$ cat src/rtl/fpu_issue_sched.sv
// Issue sequencer for the multi-cycle FPU: times each op's latency and arbitrates the
// single FP register-file write port between FPU writeback and lwc1 loads.
module fpu_issue_sched #(
    parameter int LAT_ADD  = 2,
    parameter int LAT_MUL  = 4,
    parameter int LAT_DIV  = 12,
    parameter int LAT_SQRT = 16,
    parameter int LAT_CVT  = 3,
    parameter int LAT_MOV  = 1
) (
    input  logic       clk,
    input  logic       reset,
    input  logic       issue_valid,
    input  logic [2:0] issue_op,
    input  logic [4:0] issue_rd,
    input  logic       ld_wr_req,
    input  logic [4:0] ld_wr_rd,
    output logic       stall,
    output logic       fpu_start,
    output logic [2:0] fpu_op,
    output logic       busy,
    output logic       ld_wr_grant,
    output logic       fp_we,
    output logic [4:0] fp_wa,
    output logic       fp_wsel
);

    typedef enum logic [1:0] {
        IDLE = 2'd0,
        EXEC = 2'd1,
        WB   = 2'd2
    } state_t;

    state_t     state_q, state_d;
    logic [4:0] cnt_q, cnt_d;
    logic [4:0] pend_rd_q, pend_rd_d;
    logic [4:0] issue_cnt;
    logic       accept;
    logic       in_wb;

    // Counter preload is latency minus one so that WB lands exactly LAT cycles after accept.
    function automatic logic [4:0] cnt_init(input logic [2:0] op);
        int lat;
        case (op)
            3'b000, 3'b001: lat = LAT_ADD;
            3'b010:         lat = LAT_MUL;
            3'b011:         lat = LAT_DIV;
            3'b100:         lat = LAT_SQRT;
            3'b101, 3'b110: lat = LAT_CVT;
            default:        lat = LAT_MOV;
        endcase
        return 5'(lat - 1);
    endfunction

    always_ff @(posedge clk) begin
        if (reset) begin
            state_q   <= IDLE;
            cnt_q     <= 5'd0;
            pend_rd_q <= 5'd0;
        end else begin
            state_q   <= state_d;
            cnt_q     <= cnt_d;
            pend_rd_q <= pend_rd_d;
        end
    end

    always_comb begin
        state_d   = state_q;
        cnt_d     = cnt_q;
        pend_rd_d = pend_rd_q;
        issue_cnt = cnt_init(issue_op);
        case (state_q)
            IDLE: begin
                if (issue_valid) begin
                    pend_rd_d = issue_rd;
                    cnt_d     = issue_cnt;
                    state_d   = (issue_cnt == 5'd0) ? WB : EXEC;
                end
            end
            EXEC: begin
                // Counting continues through stalls; only architectural writes are held.
                if (cnt_q <= 5'd1) begin
                    cnt_d   = 5'd0;
                    state_d = WB;
                end else begin
                    cnt_d = cnt_q - 5'd1;
                end
            end
            WB: begin
                state_d = IDLE;
            end
            default: begin
                state_d = IDLE;
            end
        endcase
    end

    always_comb begin
        busy      = (state_q != IDLE);
        in_wb     = (state_q == WB);
        accept    = (state_q == IDLE) && issue_valid;
        fpu_start = accept;
        fpu_op    = accept ? issue_op : 3'd0;

        // Loads lose to FPU writeback, wait out a WAW on the in-flight dest, and are
        // refused outright when the decoder illegally presents an issue alongside them.
        ld_wr_grant = ld_wr_req && !in_wb && !(busy && (ld_wr_rd == pend_rd_q)) && !issue_valid;

        stall   = (issue_valid && busy) || (ld_wr_req && !ld_wr_grant);
        fp_we   = in_wb || ld_wr_grant;
        fp_wsel = ld_wr_grant;
        if (in_wb) begin
            fp_wa = pend_rd_q;
        end else if (ld_wr_grant) begin
            fp_wa = ld_wr_rd;
        end else begin
            fp_wa = 5'd0;
        end
    end

endmodule

$ cat config.mk
export PLATFORM = sky130hd
export DESIGN_NAME = fpu_issue_sched
export DESIGN_NICKNAME = d
export VERILOG_FILES = /design/src/rtl/fpu_issue_sched.sv
export SDC_FILE = /design/constraint.sdc
export NUM_CORES = 1
export LEC_CHECK = 0
export BUFFER_PORTS_ARGS = -buffer_cell sky130_fd_sc_hd__buf_2
export CORE_ASPECT_RATIO = 1.1
export CORE_UTILIZATION = 40
export DETAILED_ROUTE_END_ITERATION = 10
export PLACE_DENSITY = 0.69
export SYNTH_ARGS = -nofsm -noshare
export SYNTH_HDL_FRONTEND = slang
export SYNTH_SLANG_ARGS = --single-unit
$ cat constraint.sdc
create_clock -name clk -period 4 [get_ports clk]
set_clock_uncertainty 0.2 [all_clocks]
set_input_delay 0.4 -clock clk [delete_from_list [all_inputs] [get_ports clk]]
set_output_delay 0.4 -clock clk [all_outputs]
set_load 0.05 [all_outputs]
==> results.md, run 1 <==
- Cell taking the most area after synthesis: dfxtp_1
- Worst Path Arrival: 2080 ps
- Core Region: 2085 um^2
- Final Setup Violations: 0
- Nets@finish: 165
- Clock sinks: 12
- Max Freq: 373.1 MHz
- FF+latch area: 240.2 um^2
- Post-DRT Antenna Nets: 0
- All-Layer GR Usage: 0.1914
- Wire length per cell: 12.40 um
- Sw frac: 0.3945
- Clk root buf: clkbuf_4
- Clock transition at path regs: 80 ps
- Detailed-route via count: 934
- Post-CTS sizing: 0
- First-pass GRT wire length: 3477 um
- Cell-internal power: 247.8 uW
- Final wirelength: 2133 um
- Unrepaired setup endpoints after global routing: no
- R2R Path Start: cnt_q[1]
- Largest net degree at the start of global routing: 14
- Syn avg cell area: 7.997 um^2
- Synth Instances: 115
- Period minus WS final: 2680 ps
- CP cell instances: or2_1 -> and2_4 -> a2111oi_4 -> a22o_1 -> buf_2
- Setup tns final: 0 ps
- Die width: 47.72 um
- Crit path kind: reg -> out
- Drt first pass iters: 4
- Routability cong.: 0.8449
- HPWL after DPL: 1628 um
- Setup repair bufs after CTS: 0
- Port Buffers: 30
- Final Cycle Share: 0.6700
- Diodes inserted: 0
- CP required: 3400 ps
- DR vias/cell: 5.430
- R2R Setup Slk: 2110 ps
- CP Launch Point: state_q[1]
- Synthesis-to-layout area growth: 20.82%
- Sequential Power Share: 0.360
- CTS tree: yes
- Outcome: finished, final reports clean
- Worst Hold Depth: 3
- P_leak: 0.0005075 uW
- Gate power share: 0.402
- Clock buffer depth: 2
- Initial Util: 0.4412
- Util after Layout: 0.5330
- Layout cells sized above 1: 0.2917
- # rows: 17
- CP max FO: 8
- Critical Path End Type: primary output
- Hold crit path type: in -> reg
- Post-synth top area share: 0.2612
- HP Start: issue_rd[2]
- Gr ovfl total: 0
- Max H-tree Level: 1
- Syn_nets: 135
- Die ar.: 2495 um^2
- Peak supply drop: 0.2535 mV
- Crit path max-delay cell type: a2111oi_4
- Clock power frac: 0.237
- Final Power: 409.2 uW
- # placed instances: 168
- Post-synth cell types: 41
- Fill count: 224
- TritonCTS Buffers: 3
- Vias in the first global route: 827
- Clock Latency Late Sink: 270 ps
- Max-slew headroom: 0.5951
- Slew Limit Fails: 0
- Height of the die: 52.29 um
- Switching Power: 161.4 uW
- IO Pins: 31
- Slowest stage delay, CP: 490 ps
- Mapped cell area: 919.6 um^2
- # hold bufs at CTS: 0
- DRC violations left: 0
- Final Hold Viols: 0
- Number of synthesized register bits: 12
- Hold Path End: pend_rd_q[2]
- Finished Layout Cells: 172
- Main area contributors after synthesis: dfxtp_1, mux2i_1, o21ai_0, nor2_1, a22o_1
- FF-to-FF End: cnt_q[1]
- YS warnings: 0
- Footprint of the multi-input gates: 623.1 um^2
- Power Dens Cells: 368.3 nW/um^2
- FF-to-FF path depth: 6
- Worst Tran Pin Value: 606.1 ps
- Initial antenna violation count: 0
- Starting DRC count in detailed routing: 25
- Crit start category: register
- Max cap viols: 0
- Sequential share of the synthesized area: 0.2612
cells in the final DEF (no fill, tap or decap), drive strengths merged, types with 2 or more instances in the layout:
master	Yosys	layout
mux2i	5	5
a31oi	2	2
nor4	2	2
a211oi	2	2
or2	3	3
nand3	5	5
inv	7	7
nor3	6	6
nor2b	3	3
clkbuf	2	4
buf	3	30
a21oi	2	2
o21ai	10	10
dfxtp	12	12
nand2b	4	4
ha	3	3
nand2	4	4
xor2	4	4
nor2	13	13
a22o	5	5
nand4	2	2
nor3b	2	2
and2	3	3
layer usage:
metal  up-vias  track usage  wire length (um)
li1        476            -                 -
met1       426       0.2469              1029
met2        26       0.3176               997
met3         6      0.02069                74
met4         0      0.06944                31
met5         -            0                 0
area by class of cell:
class,instances,area share
multi-input combinational,91,0.5608
sequential,12,0.2162
timing repair buffer,30,0.1351
clock buffer,4,0.03266
tap,28,0.03153
inverter,7,0.02365
power groups by stage:
stage | Combinational [uW] | Sequential (uW) | Clock, uW
global placement | 161 | 149 | 0
finish | 165 | 147 | 97.0
detailed placement | 164 | 150 | 0
CTS | 165 | 147 | 98.7
global route | 180 | 150 | 104
floorplan | 133 | 146 | 0
cells in the mapped netlist, drive strengths merged:
library cell	count
and2b	1
a2bb2oi	1
a311o	1
nor4	2
o221a	1
xor2	4
nand2	4
nor2b	3
nand4	2
or2	3
clkbuf	2
xnor2	1
and2	3
nand2b	4
nor3	6
a22o	5
a21oi	2
dfxtp	12
mux2i	5
buf	3
ha	3
nor3b	2
nand3	5
o21ai	10
nor2	13
o21ba	1
a32o	1
a31oi	2
or3	1
a211oi	2
a2111oi	1
a21o	1
inv	7
or4b	1
sequential cells by signal (all words and copies together), names as in the netlist:
signal	count
cnt_q	5
state_q	2
pend_rd_q	5
how the worst max path moves through the flow:
stage	slack, ps	to	cells after the start
final	1320	fp_wa[3]	5
after global routing	1220	fp_wa[3]	5
after CTS	1330	fp_wa[3]	5
after detailed placement	1620	fp_wa[3]	6
after global placement	1680	fp_we	6
after floorplan	1120	fp_wa[0]	5
critical path, delay by kind of cell, from the launching register on:
kind / cells / cell delay (ps)
AO/OA/AOI/OAI: 2 / 690
AND/OR/NAND/NOR: 2 / 500
flip-flops: 1 / 370
buffers and inverters: 1 / 250
metrics by stage:
step,instance area [um^2],setup slack (ps),hold WS (ps)
3_5_place_dp,1075,1616,341.1
2_1_floorplan,919.6,1118,279.3
6_report,1111,1320,164.7
3_3_place_gp,1075,1676,331.3
4_1_cts,1111,1335,163.5
5_1_grt,1111,1219,176.4
kinds of logic after synthesis:
family                     after synthesis  synth area share
xor gates and xnor gates                 5           0.04762
muxes                                    5           0.05442
buffers and inverters                   12           0.06123
AOI/OAI and AO/OA                       28            0.2354
DFF                                     12            0.2612
and+or+nand+nor                         50            0.2993
adders and majority gates                3           0.04082
Power figures use the tool's default switching activity.
==> run 2, diff against run 1 <==
PLACE_DENSITY = 0.71   (was 0.69)
clock period = 2.25 ns   (was 4 ns; I/O delays follow)
==> run 2 against run 1 <==
Effect of this change: the flow now finishes with violations (negative setup slack); critical path depth is 1 higher; setup slack worse by 1300 ps; flip-flop and latch count is the same; register-to-register slack worse by 1700 ps.
==> results.md, run 2 (same netlist as run 1, synthesis figures left out) <==
- Power Dens Cells: 595.8 nW/um^2 (+62%)
- Worst Hold Depth: 3 (unchanged)
- Diodes inserted: 0 (unchanged)
- Crit path kind: reg -> out
- Most frequent cells in the layout: buf_2, nor2_1, dfxtp_1
- Max cap viols: 0 (unchanged)
- Top Registers: cnt_q x5, pend_rd_q x5, state_q x2
- TritonCTS Buffers: 3 (unchanged)
- Crit path max-delay cell type: dfxtp_2
- Finished Layout Cells: 175 (+1.7%)
- Hold Path End: pend_rd_q[2]
- Clock sinks: 12 (unchanged)
- Clock Latency Late Sink: 270 ps (about the same)
- Final wirelength: 2298 um (+7.7%)
- Crit start category: register
- Slowest stage delay, CP: 350 ps (-140 ps)
- CP max FO: 8 (unchanged)
- Post-DRT Antenna Nets: 0 (unchanged)
- All-Layer GR Usage: 0.1989 (+0.007519)
- Routability cong.: 0.8140 (-3.7%)
- Clk root buf: clkbuf_4
- Die width: 47.72 um (unchanged)
- Wire length per cell: 13.13 um (+5.9%)
- Clock transition at path regs: 80 ps (about the same)
- P_leak: 0.0005339 uW (+5.2%)
- Pre-CTS WS: 80.09 ps (-1536 ps)
- Drt first pass iters: 4 (unchanged)
- R2R Setup Slk: 420 ps (-1690 ps)
- Die ar.: 2495 um^2 (unchanged)
- Hold crit path type: in -> reg
- Crit path setup slack, layout: -29.05 ps (-1349 ps)
- Clock buffer depth: 2 (unchanged)
- Slew Limit Fails: 0 (unchanged)
- # placed instances: 171 (+1.8%)
- Detailed-route via count: 964 (+3.2%)
- Gate power share: 0.458 (+0.056)
- Cell-internal power: 427.4 uW (+73%)
- Layout cells sized above 1: 0.3810 (+0.08929)
- Core Region: 2085 um^2 (unchanged)
- Largest net degree at the start of global routing: 14 (unchanged)
- DRC violations left: 0 (unchanged)
- Final Setup Violations: 6 (+6)
- Sw frac: 0.4034 (+0.008914)
- Unrepaired setup endpoints after global routing: yes
- Clock power frac: 0.178 (-0.059)
- CTS tree: yes
- Switching Power: 289.0 uW (+79%)
- DR vias/cell: 5.509 (+1.4%)
- Commonest non-fill, non-tap cell in the layout: buf_2
- Initial antenna violation count: 0 (unchanged)
- Fill count: 202 (-9.8%)
- Max-slew headroom: 0.7433 (+0.1482)
- Peak supply drop: 0.3503 mV (+38%)
- CP cell instances: or2_1 -> and2_4 -> a2111oi_4 -> buf_4 -> a22o_2 -> buf_6
- HPWL after DPL: 1705 um (+4.7%)
- FF-to-FF path depth: 4 (-2)
- Setup tns final: -132.9 ps (-132.9 ps)
- Worst Path Arrival: 1850 ps (-230 ps)
- Height of the die: 52.29 um (unchanged)
- Max H-tree Level: 1 (unchanged)
- Final Cycle Share: 1.013
- Hold slack: 9.308 ps (-155.4 ps)
- Outcome: finished with violations
- Period minus WS final: 2279 ps
- Vias in the first global route: 890 (+7.6%)
- R2R Path Start: cnt_q[2]
- Nets@finish: 169 (+2.4%)
- Util after Layout: 0.5768 (+0.04382)
- FF-to-FF End: cnt_q[3]
- Max Freq: 438.8 MHz
- CP required: 1820 ps (-1580 ps)
- Sequential Power Share: 0.364 (+0.004)
- Failing checks: negative setup slack
- Gr ovfl total: 0 (unchanged)
- # rows: 17 (unchanged)
- Initial Util: 0.4412 (unchanged)
- Starting DRC count in detailed routing: 34 (+36%)
- Final Hold Viols: 0 (unchanged)
- Port Buffers: 30 (unchanged)
- First-pass GRT wire length: 3643 um (+4.8%)
- Critical Path End Type: primary output
- IO Pins: 31 (unchanged)
- HP Start: issue_rd[2]
- Synthesis-to-layout area growth: 30.75%
- Worst Tran Pin Value: 383.4 ps (-222.7 ps)
==> run 2: cell type report <==
class | instances | area, um^2 | area share
tap | 28 | 35.03 | 0.02914
sequential | 12 | 242.7 | 0.2019
timing repair buffer | 34 | 217.7 | 0.1811
clock buffer | 3 | 22.52 | 0.01873
inverter | 7 | 26.28 | 0.02185
multi-input combinational | 91 | 658.1 | 0.5473
==> run 2: power by group through the flow <==
stage / clock, uW / combinational (uW) / sequential (uW)
2_1_floorplan: 0 / 239 / 259
3_5_place_dp: 0 / 308 / 264
3_3_place_gp: 0 / 300 / 263
6_report: 127 / 328 / 261
5_1_grt: 140 / 355 / 264
4_1_cts: 132 / 326 / 260
==> run 2: repair_timing <==
action / CTS / global route
resized for setup: 16 / 1
hold buffers: 0 / 0
pin swaps: 2 / 2
setup endpoints to repair: 8 / 8
setup buffers: 1 / 1
==> run 2: through the flow <==
stage	instance area, um^2	power, uW
2_1_floorplan	929.6	498.3
3_3_place_gp	1107	562.8
3_5_place_dp	1107	572.0
4_1_cts	1195	717.7
5_1_grt	1202	758.9
6_report	1202	716.4
==> run 2: worst max-delay path, delay by kind of cell (launching register included) <==
kind	cells	cell delay, ps
buffers and inverters	2	350
AO/OA/AOI/OAI	2	480
flip-flops	1	350
AND/OR/NAND/NOR	2	390
==> run 2: routing by layer <==
layer,GRT usage,wire [um]
met3,0.02414,99
met4,0.05093,9
met1,0.2238,995
met2,0.3739,1193
met5,0,0
==> run 2: worst max path at each step <==
stage	depth (start not counted)	slack [ps]	start	to
6_report	6	-30	state_q[1]	fp_wa[3]
5_1_grt	6	-80	state_q[1]	fp_wa[3]
4_1_cts	6	-20	pend_rd_q[2]	fp_we
3_5_place_dp	5	80	state_q[1]	fp_wa[4]
3_3_place_gp	5	150	state_q[1]	fp_wa[4]
2_1_floorplan	5	-400	state_q[1]	fp_wa[0]
